`src/rtl/regfile_pkg.sv`:
```
// Shared definitions for the register-file writeback path: default widths,
// the hard-wired zero register address and the writeback requester encoding.
package regfile_pkg;

    localparam int ADDR_SIZE_DEF = 5;
    localparam int WORD_SIZE_DEF = 64;
    localparam int X0_ADDR       = 0;

    typedef enum logic {
        REQ_ALU = 1'b0,
        REQ_LSU = 1'b1
    } requester_t;

endpackage

```
`src/rtl/rr_arb2.sv`:
```
// Two-requester round-robin arbiter; remembers the last winner so that a
// simultaneous request goes to the other side.
module rr_arb2
    import regfile_pkg::*;
(
    input  logic clk,
    input  logic rst,
    input  logic stall,
    input  logic req_alu,
    input  logic req_lsu,
    output logic grant_alu,
    output logic grant_lsu
);

    requester_t last_grant;
    logic       enable;

    assign enable    = !rst && !stall;
    assign grant_alu = enable && req_alu && (!req_lsu || last_grant == REQ_LSU);
    assign grant_lsu = enable && req_lsu && (!req_alu || last_grant == REQ_ALU);

    // After reset the pointer names the LSU, so the ALU wins the first tie.
    always_ff @(posedge clk) begin
        if (rst) begin
            last_grant <= REQ_LSU;
        end else if (grant_alu) begin
            last_grant <= REQ_ALU;
        end else if (grant_lsu) begin
            last_grant <= REQ_LSU;
        end
    end

endmodule

```
`src/rtl/regfile_wb_arbiter.sv`:
```
// Shares the single reg_file write port between the ALU and LSU writeback paths.
// Define WB_BYPASS_EN to forward the in-flight write onto the read data outputs.
module regfile_wb_arbiter
    import regfile_pkg::*;
#(
    parameter int ADDR_SIZE = ADDR_SIZE_DEF,
    parameter int WORD_SIZE = WORD_SIZE_DEF,
    parameter int CNT_W     = 16
) (
    input  logic                 clk,
    input  logic                 rst,
    input  logic                 wb_stall,
    input  logic                 alu_valid,
    output logic                 alu_ready,
    input  logic [ADDR_SIZE-1:0] alu_addr,
    input  logic [WORD_SIZE-1:0] alu_data,
    input  logic                 lsu_valid,
    output logic                 lsu_ready,
    input  logic [ADDR_SIZE-1:0] lsu_addr,
    input  logic [WORD_SIZE-1:0] lsu_data,
    output logic                 RegWrite,
    output logic [ADDR_SIZE-1:0] wr_add,
    output logic [WORD_SIZE-1:0] wr_data,
    input  logic [ADDR_SIZE-1:0] rd_addr1,
    input  logic [ADDR_SIZE-1:0] rd_addr2,
    input  logic [WORD_SIZE-1:0] rf_data1,
    input  logic [WORD_SIZE-1:0] rf_data2,
    output logic [WORD_SIZE-1:0] fwd_data1,
    output logic [WORD_SIZE-1:0] fwd_data2,
    output logic [CNT_W-1:0]     conflict_cnt
);

    localparam logic [ADDR_SIZE-1:0] ZERO_REG = ADDR_SIZE'(X0_ADDR);

    rr_arb2 u_arb (
        .clk       (clk),
        .rst       (rst),
        .stall     (wb_stall),
        .req_alu   (alu_valid),
        .req_lsu   (lsu_valid),
        .grant_alu (alu_ready),
        .grant_lsu (lsu_ready)
    );

    // Writes aimed at x0 are accepted from the requester but never reach reg_file.
    always_ff @(posedge clk) begin
        if (rst) begin
            RegWrite     <= 1'b0;
            wr_add       <= '0;
            wr_data      <= '0;
            conflict_cnt <= '0;
        end else begin
            RegWrite <= (alu_ready && alu_addr != ZERO_REG) ||
                        (lsu_ready && lsu_addr != ZERO_REG);
            if (alu_ready) begin
                wr_add  <= alu_addr;
                wr_data <= alu_data;
            end else if (lsu_ready) begin
                wr_add  <= lsu_addr;
                wr_data <= lsu_data;
            end
            if (alu_valid && lsu_valid && !wb_stall && conflict_cnt != {CNT_W{1'b1}}) begin
                conflict_cnt <= conflict_cnt + 1'b1;
            end
        end
    end

`ifdef WB_BYPASS_EN
    always_comb begin
        fwd_data1 = rf_data1;
        fwd_data2 = rf_data2;
        if (RegWrite && wr_add == rd_addr1 && rd_addr1 != ZERO_REG) begin
            fwd_data1 = wr_data;
        end
        if (RegWrite && wr_add == rd_addr2 && rd_addr2 != ZERO_REG) begin
            fwd_data2 = wr_data;
        end
    end
`else
    logic unused_rd_addr;

    assign unused_rd_addr = ^{rd_addr1, rd_addr2};
    assign fwd_data1      = rf_data1;
    assign fwd_data2      = rf_data2;
`endif

endmodule

```
`config.mk`:
```
export PLATFORM = sky130hd
export DESIGN_NAME = regfile_wb_arbiter
export DESIGN_NICKNAME = d
export VERILOG_FILES = /design/src/rtl/regfile_pkg.sv /design/src/rtl/rr_arb2.sv /design/src/rtl/regfile_wb_arbiter.sv
export SDC_FILE = /design/constraint.sdc
export NUM_CORES = 1
export LEC_CHECK = 0
export BUFFER_PORTS_ARGS = -buffer_cell sky130_fd_sc_hd__buf_2
export CAP_MARGIN = 20
export CORE_AREA = 10 10 187 189
export DETAILED_ROUTE_END_ITERATION = 16
export DIE_AREA = 0 0 197 199
export GPL_TIMING_DRIVEN = 0
export PLACE_DENSITY = 0.4
export RECOVER_POWER = 25
export SYNTH_ARGS = -nofsm -noshare
export SYNTH_HDL_FRONTEND = slang
export SYNTH_SLANG_ARGS = --single-unit
export TNS_END_PERCENT = 10
```
`constraint.sdc`:
```
create_clock -name clk -period 2.8 [get_ports clk]
set_input_delay 0.14 -clock clk [delete_from_list [all_inputs] [get_ports clk]]
set_output_delay 0.14 -clock clk [all_outputs]
set_load 0.02 [all_outputs]
```
## Word-level counts from Yosys, hierarchy flattened

Cells that the tools add are included.
W data, S select, Z words.

| storage, ports and cells | value |
|---|---|
| flip-flop bits (word level) | 87 |
| input port bits | 281 |
| output and inout port bits | 216 |
| logic and storage cells | 34 |

| operators by class | value |
|---|---|
| $add $sub $neg | 1 |
| equality and inequality tests | 1 |
| muxes and demuxes | 6 |
| bitwise logic cells | 1 |
| reductions and logical operators | 20 |

Operators by type and width:

| cell | number |
|---|---|
| $mux W64 | 2 |
| $add A16 B1 Y16 const B | 1 |
| $ne A16 B16 Y1 const B | 1 |
| $logic_and A1 B1 Y1 | 10 |
| $mux W5 | 2 |
| $reduce_bool A5 Y1 | 2 |
| $logic_not A1 Y1 | 4 |
| $logic_or A1 B1 Y1 | 3 |
| $mux W1 | 2 |
| $reduce_bool A2 Y1 | 1 |
| $not A1 Y1 | 1 |

## Depth between registers and ports, before layout

| depth | value |
|---|---|
| depth after elaboration | 6 |
| mapped depth | 7 |
| depth with buffers taken out | 5 |

## Modules after synthesis

A second synthesis with hierarchy kept.

| unflattened totals | value |
|---|---|
| cells, all modules | 620 |
| area, all modules | 5006.1 um2 |

Modules (own cells, without submodules):

| module | instances | cells each | area each (um2) | seq. area each (um2) |
|---|---|---|---|---|
| regfile_wb_arbiter | 1 | 610 | 4929.7 | 1721.7 |
| rr_arb2 | 1 | 10 | 76.3 | 20.0 |

## Worst setup path after synthesis

No wires, ideal clock.

| path | value |
|---|---|
| path kind | register to register |
| start | register conflict_cnt[5] |
| end | register conflict_cnt[15] |
| library setup time | 0.121 ns |
| data arrival time | 1.766 ns |
| data required time | 2.679 ns |
| setup slack | 0.913 ns |
| stages on the path, launching flop included | 6 |
| path buffers | 1 |
| period minus slack after synthesis | 1.887 ns |
| cells stage by stage | dfxtp_1 -> buf_2 -> nand3_4 -> or3_4 -> nor4b_2 -> mux2_2 |

| between the ends | value |
|---|---|
| cells in the longest elaborated chain, start to end | 2 |
| elaborated cells between the ends (all ways) | 3 |
| classes of those cells | add/sub: 1; eq/ne: 1; reduce/logical: 1 |

RTL lines:

| item | line | text |
|---|---|---|
| from (decl) | regfile_wb_arbiter.sv:30 | `output logic [CNT_W-1:0] conflict_cnt` |
| from (signal assigned) | regfile_wb_arbiter.sv:63 | `conflict_cnt <= conflict_cnt + 1'b1;` |
| branches (longest 2 deep; another with $add A16 B1 Y16) | - |  |

Parallel ways; which one is timed is not known.
A chain may end at the register's enable or synchronous reset.

## Final worst setup path

| path | value |
|---|---|
| start | register u_arb.last_grant |
| end | output alu_ready |

| between the ends | value |
|---|---|
| cells in the longest elaborated chain, start to end | 2 |

RTL lines:

| item | line | text |
|---|---|---|
| from (decl) | rr_arb2.sv:15 | `requester_t last_grant;` |
| from (signal assigned) | rr_arb2.sv:25 | `last_grant <= REQ_LSU;` |
| from (signal assigned) | rr_arb2.sv:27 | `last_grant <= REQ_ALU;` |
| from (signal assigned) | rr_arb2.sv:29 | `last_grant <= REQ_LSU;` |
| $logic_or A1 B1 Y1 | rr_arb2.sv:19 | `assign grant_alu = enable && req_alu && (!req_lsu \|\| last_grant == REQ_LSU);` |
| $logic_and A1 B1 Y1 | rr_arb2.sv:19 |  |
| to (decl) | regfile_wb_arbiter.sv:14 | `output logic alu_ready,` |

Every way passes these cells.

==> out/qor.csv <==
stage,metric,value,unit
status,status,completed,
detailed_routing,drc,0,
logic_synthesis,synth-xor-area-share,0.1768,%
timing,maxSlewViolCount,0,
grt,grt_overflow,0,
placement,place_ws,0.5333,ns
power_and_ir_drop,irDropWorstVdd,0.0002799,V
timing,setup_viol,0,
cells_and_area,mostFrequentLayoutCell,buf_2,
power_and_ir_drop,power_density,489.3,nW/um^2
logic_synthesis,yosys_warnings,0,
cells_and_area,fillers,3546,
logic_synthesis,synth.avg_cell_area,8.927,um^2
timing,worst_slack,0.4508,ns
setup_path,required,2.66,ns
placement,gp_congestion,0.6977,
floorplanning,die_h,199,um
logic_synthesis,synth_top_family_by_area,buffers and inverters,
setup_path,crit_type,reg -> out,
cts,cts_root_buffer,clkbuf_16,
logic_synthesis,yosys.area_share.simple,13.76,%
cts,hold_buffers,0,
grt,grt_usage,11.80,%
cells_and_area,final_cell_mix,"294 x buf_2, 128 x buf_4, 96 x clkbuf_1",
timing,setup-tns-final,0,ns
timing,finalClockSkew,0.01666,ns
setup_path,rrSetupSlack,0.86,ns
detailed_routing,drt-initial-drc-count,94,
cts,path_clk_slew,0.09,ns
logic_synthesis,async_reset_ff_share,0,%
cells_and_area,nets,1206,
floorplanning,initial_utilization,15.87,%
setup_path,crit_path_end_kind,primary output,
placement,dp.cells,1315,
setup_path,worst_setup_path_start_kind,flop,
timing,grt_setup_unrepaired,no,
grt,grt_first_pass_wirelength,35730,um
placement,dp_hpwl,20680,um
cells_and_area,syn_to_final_growth,50.76,%
grt,grt_max_degree,17,
setup_path,crit_path_max_fanout,10,
logic_synthesis,synth.area.mux_share,14.82,%
floorplanning,rows,65,
floorplanning,fp.dieW,197,um
logic_synthesis,synth_seq_cells,87,
placement,portBuffers,358,
power_and_ir_drop,p_leak,3.863,nW
timing,slew_headroom,37.60,%
timing,fmax,425.7,MHz
setup_path,startpoint,u_arb.last_grant,
grt,antenna_found_initial,1,
timing,holdWs,0.05890,ns
logic_synthesis,syn_nets,837,
timing,period_share,83.90,%
cts,cts_buffers,9,
cells_and_area,drive_above_1_share,48.22,%
floorplanning,ios,497,
detailed_routing,wire_per_inst,18.62,um
cts,clkSinkCount,87,
cells_and_area,fin_cells,1331,
logic_synthesis,synth_ff_type,dfxtp_1,
logic_synthesis,yosys.area_share.adder,0.2525,%
logic_synthesis,synthDistinctLibCells,44,
logic_synthesis,synth-compound-area-share,13.51,%
floorplanning,coreArea,31230,um^2
worst_hold_path,hp-start,alu_data[49],
logic_synthesis,synth_edf_count,0,
grt,grt_pass1_vias,5719,
logic_synthesis,ys_seq_area_share,35.15,%
logic_synthesis,synthCells,555,
logic_synthesis,syn_area,4955,um^2
timing,tightest_slew,0.9360,ns
detailed_routing,num_vias,5233,
detailed_routing,viasPerCell,3.932,
floorplanning,die_area,39200,um^2
setup_path,worstPathArrival,2.21,ns
detailed_routing,drtAntennaViolNets,0,
cts,cts.path.max_buffers,2,
worst_hold_path,hold_path_class,in -> reg,
setup_path,r2r_start,u_arb.last_grant,
cts,insertion_delay,0.36,ns
detailed_routing,wirelength,24790,um
cts,h-tree-depth,3,
cts,cts_tree,yes,
cells_and_area,diodes,0,
detailed_routing,drt_first_pass_iters,4,
timing,hold_violations,0,
timing,fin_crit,2.349,ns
flow_run,max-cap-violations,0,
==> logic make-up (layout without fill, tap and decap cells) <==
kind of cell,after synthesis,in the layout
and+or+nand+nor,138,138
buffers and inverters,163,537
DFF,87,87
AOI/OAI and AO/OA,92,92
xor gates and xnor gates,1,1
adders and majority gates,1,1
muxes,73,73
==> what timing repair did <==
| item | 4_1_cts | 5_1_grt |
|---|---|---|
| setup endpoints to repair | 0 | 1 |
| endpoints found under the hold margin | 0 | 0 |
| gates resized for setup | 0 | 2 |
| buffers inserted | 0 | 0 |
==> report_power, final <==
group	internal (mW)	switching [mW]
clock network	0.734	0.606
logic	0.401	0.550
registers	1.32	0.0417
==> state kept, by name, indices dropped and copies added, names as in the netlist <==
name / cells
u_arb.last_grant: 1
wr_add: 5
wr_data: 64
RegWrite: 1
conflict_cnt: 16
==> cell type report <==
cell class / count / area, um^2 / share of cell area (%)
flip-flops and latches: 87 / 1742 / 23.32
clock inverters: 6 / 73.82 / 0.9883
repair buffers: 358 / 1698 / 22.73
plain buffers: 162 / 1104 / 14.77
clock buffers: 10 / 239.0 / 3.199
inverters: 1 / 3.754 / 0.05025
well taps: 402 / 503.0 / 6.734
multi-input cells: 305 / 2107 / 28.21
==> synthesized netlist by cell type (2+ instances only) <==
cell / n / area share, %
nor2_1: 86 / 6.5
and4_1: 2 / 0.35
o31ai_1: 2 / 0.30
and3_1: 2 / 0.25
o21ai_0: 2 / 0.20
a211oi_1: 73 / 11
a21oi_1: 7 / 0.71
nand2_1: 8 / 0.61
buf_4: 128 / 19
dfxtp_1: 87 / 35
nor4b_1: 2 / 0.35
nor3_1: 4 / 0.40
nand2b_1: 4 / 0.50
clkbuf_1: 22 / 1.7
or3_1: 2 / 0.25
buf_2: 11 / 1.1
mux2i_1: 70 / 14
nor2b_1: 5 / 0.63
nand3_1: 5 / 0.50
mux2_2: 3 / 0.68
nand4_1: 3 / 0.38
or4_1: 4 / 0.61
a31oi_1: 2 / 0.25
==> critical path: stages (launching register included) <==
cell,delay [ns]
dfxtp_1,0.33
inv_1,0.06
a21o_1,0.10
clkbuf_1,0.23
clkbuf_2,0.37
clkbuf_1,0.49
nor2_1,0.09
buf_2,0.19
==> through the flow <==
stage / util (%) / power (mW) / area (um^2)
floorplan: - / 1.983 / 4955
global placement: 23.21 / 2.380 / 7249
detailed placement: 23.21 / 2.380 / 7249
CTS: 24.21 / 3.763 / 7562
global route: 23.92 / 3.860 / 7470
finish: 23.92 / 3.655 / 7470
==> path summary, 6_finish.rpt <==
check,end,cells after the start
max,alu_ready,7
min,wr_data[49],3
min reg2reg,conflict_cnt[1],2
max reg2reg,wr_add[3],6
==> per-layer routing <==
metal  vias up  share of wire (%)  routed length, um  global-route usage [%]
met3        11                8.9               2205                   4.562
met4         0               0.87                216                   2.336
met2       245                 52              12880                   21.59
met5         -                  0                  0                       0
li1       2553                  -                  -                       -
met1      2424                 38               9481                   12.62
No activity file was read; power rests on OpenSTA's default activity.
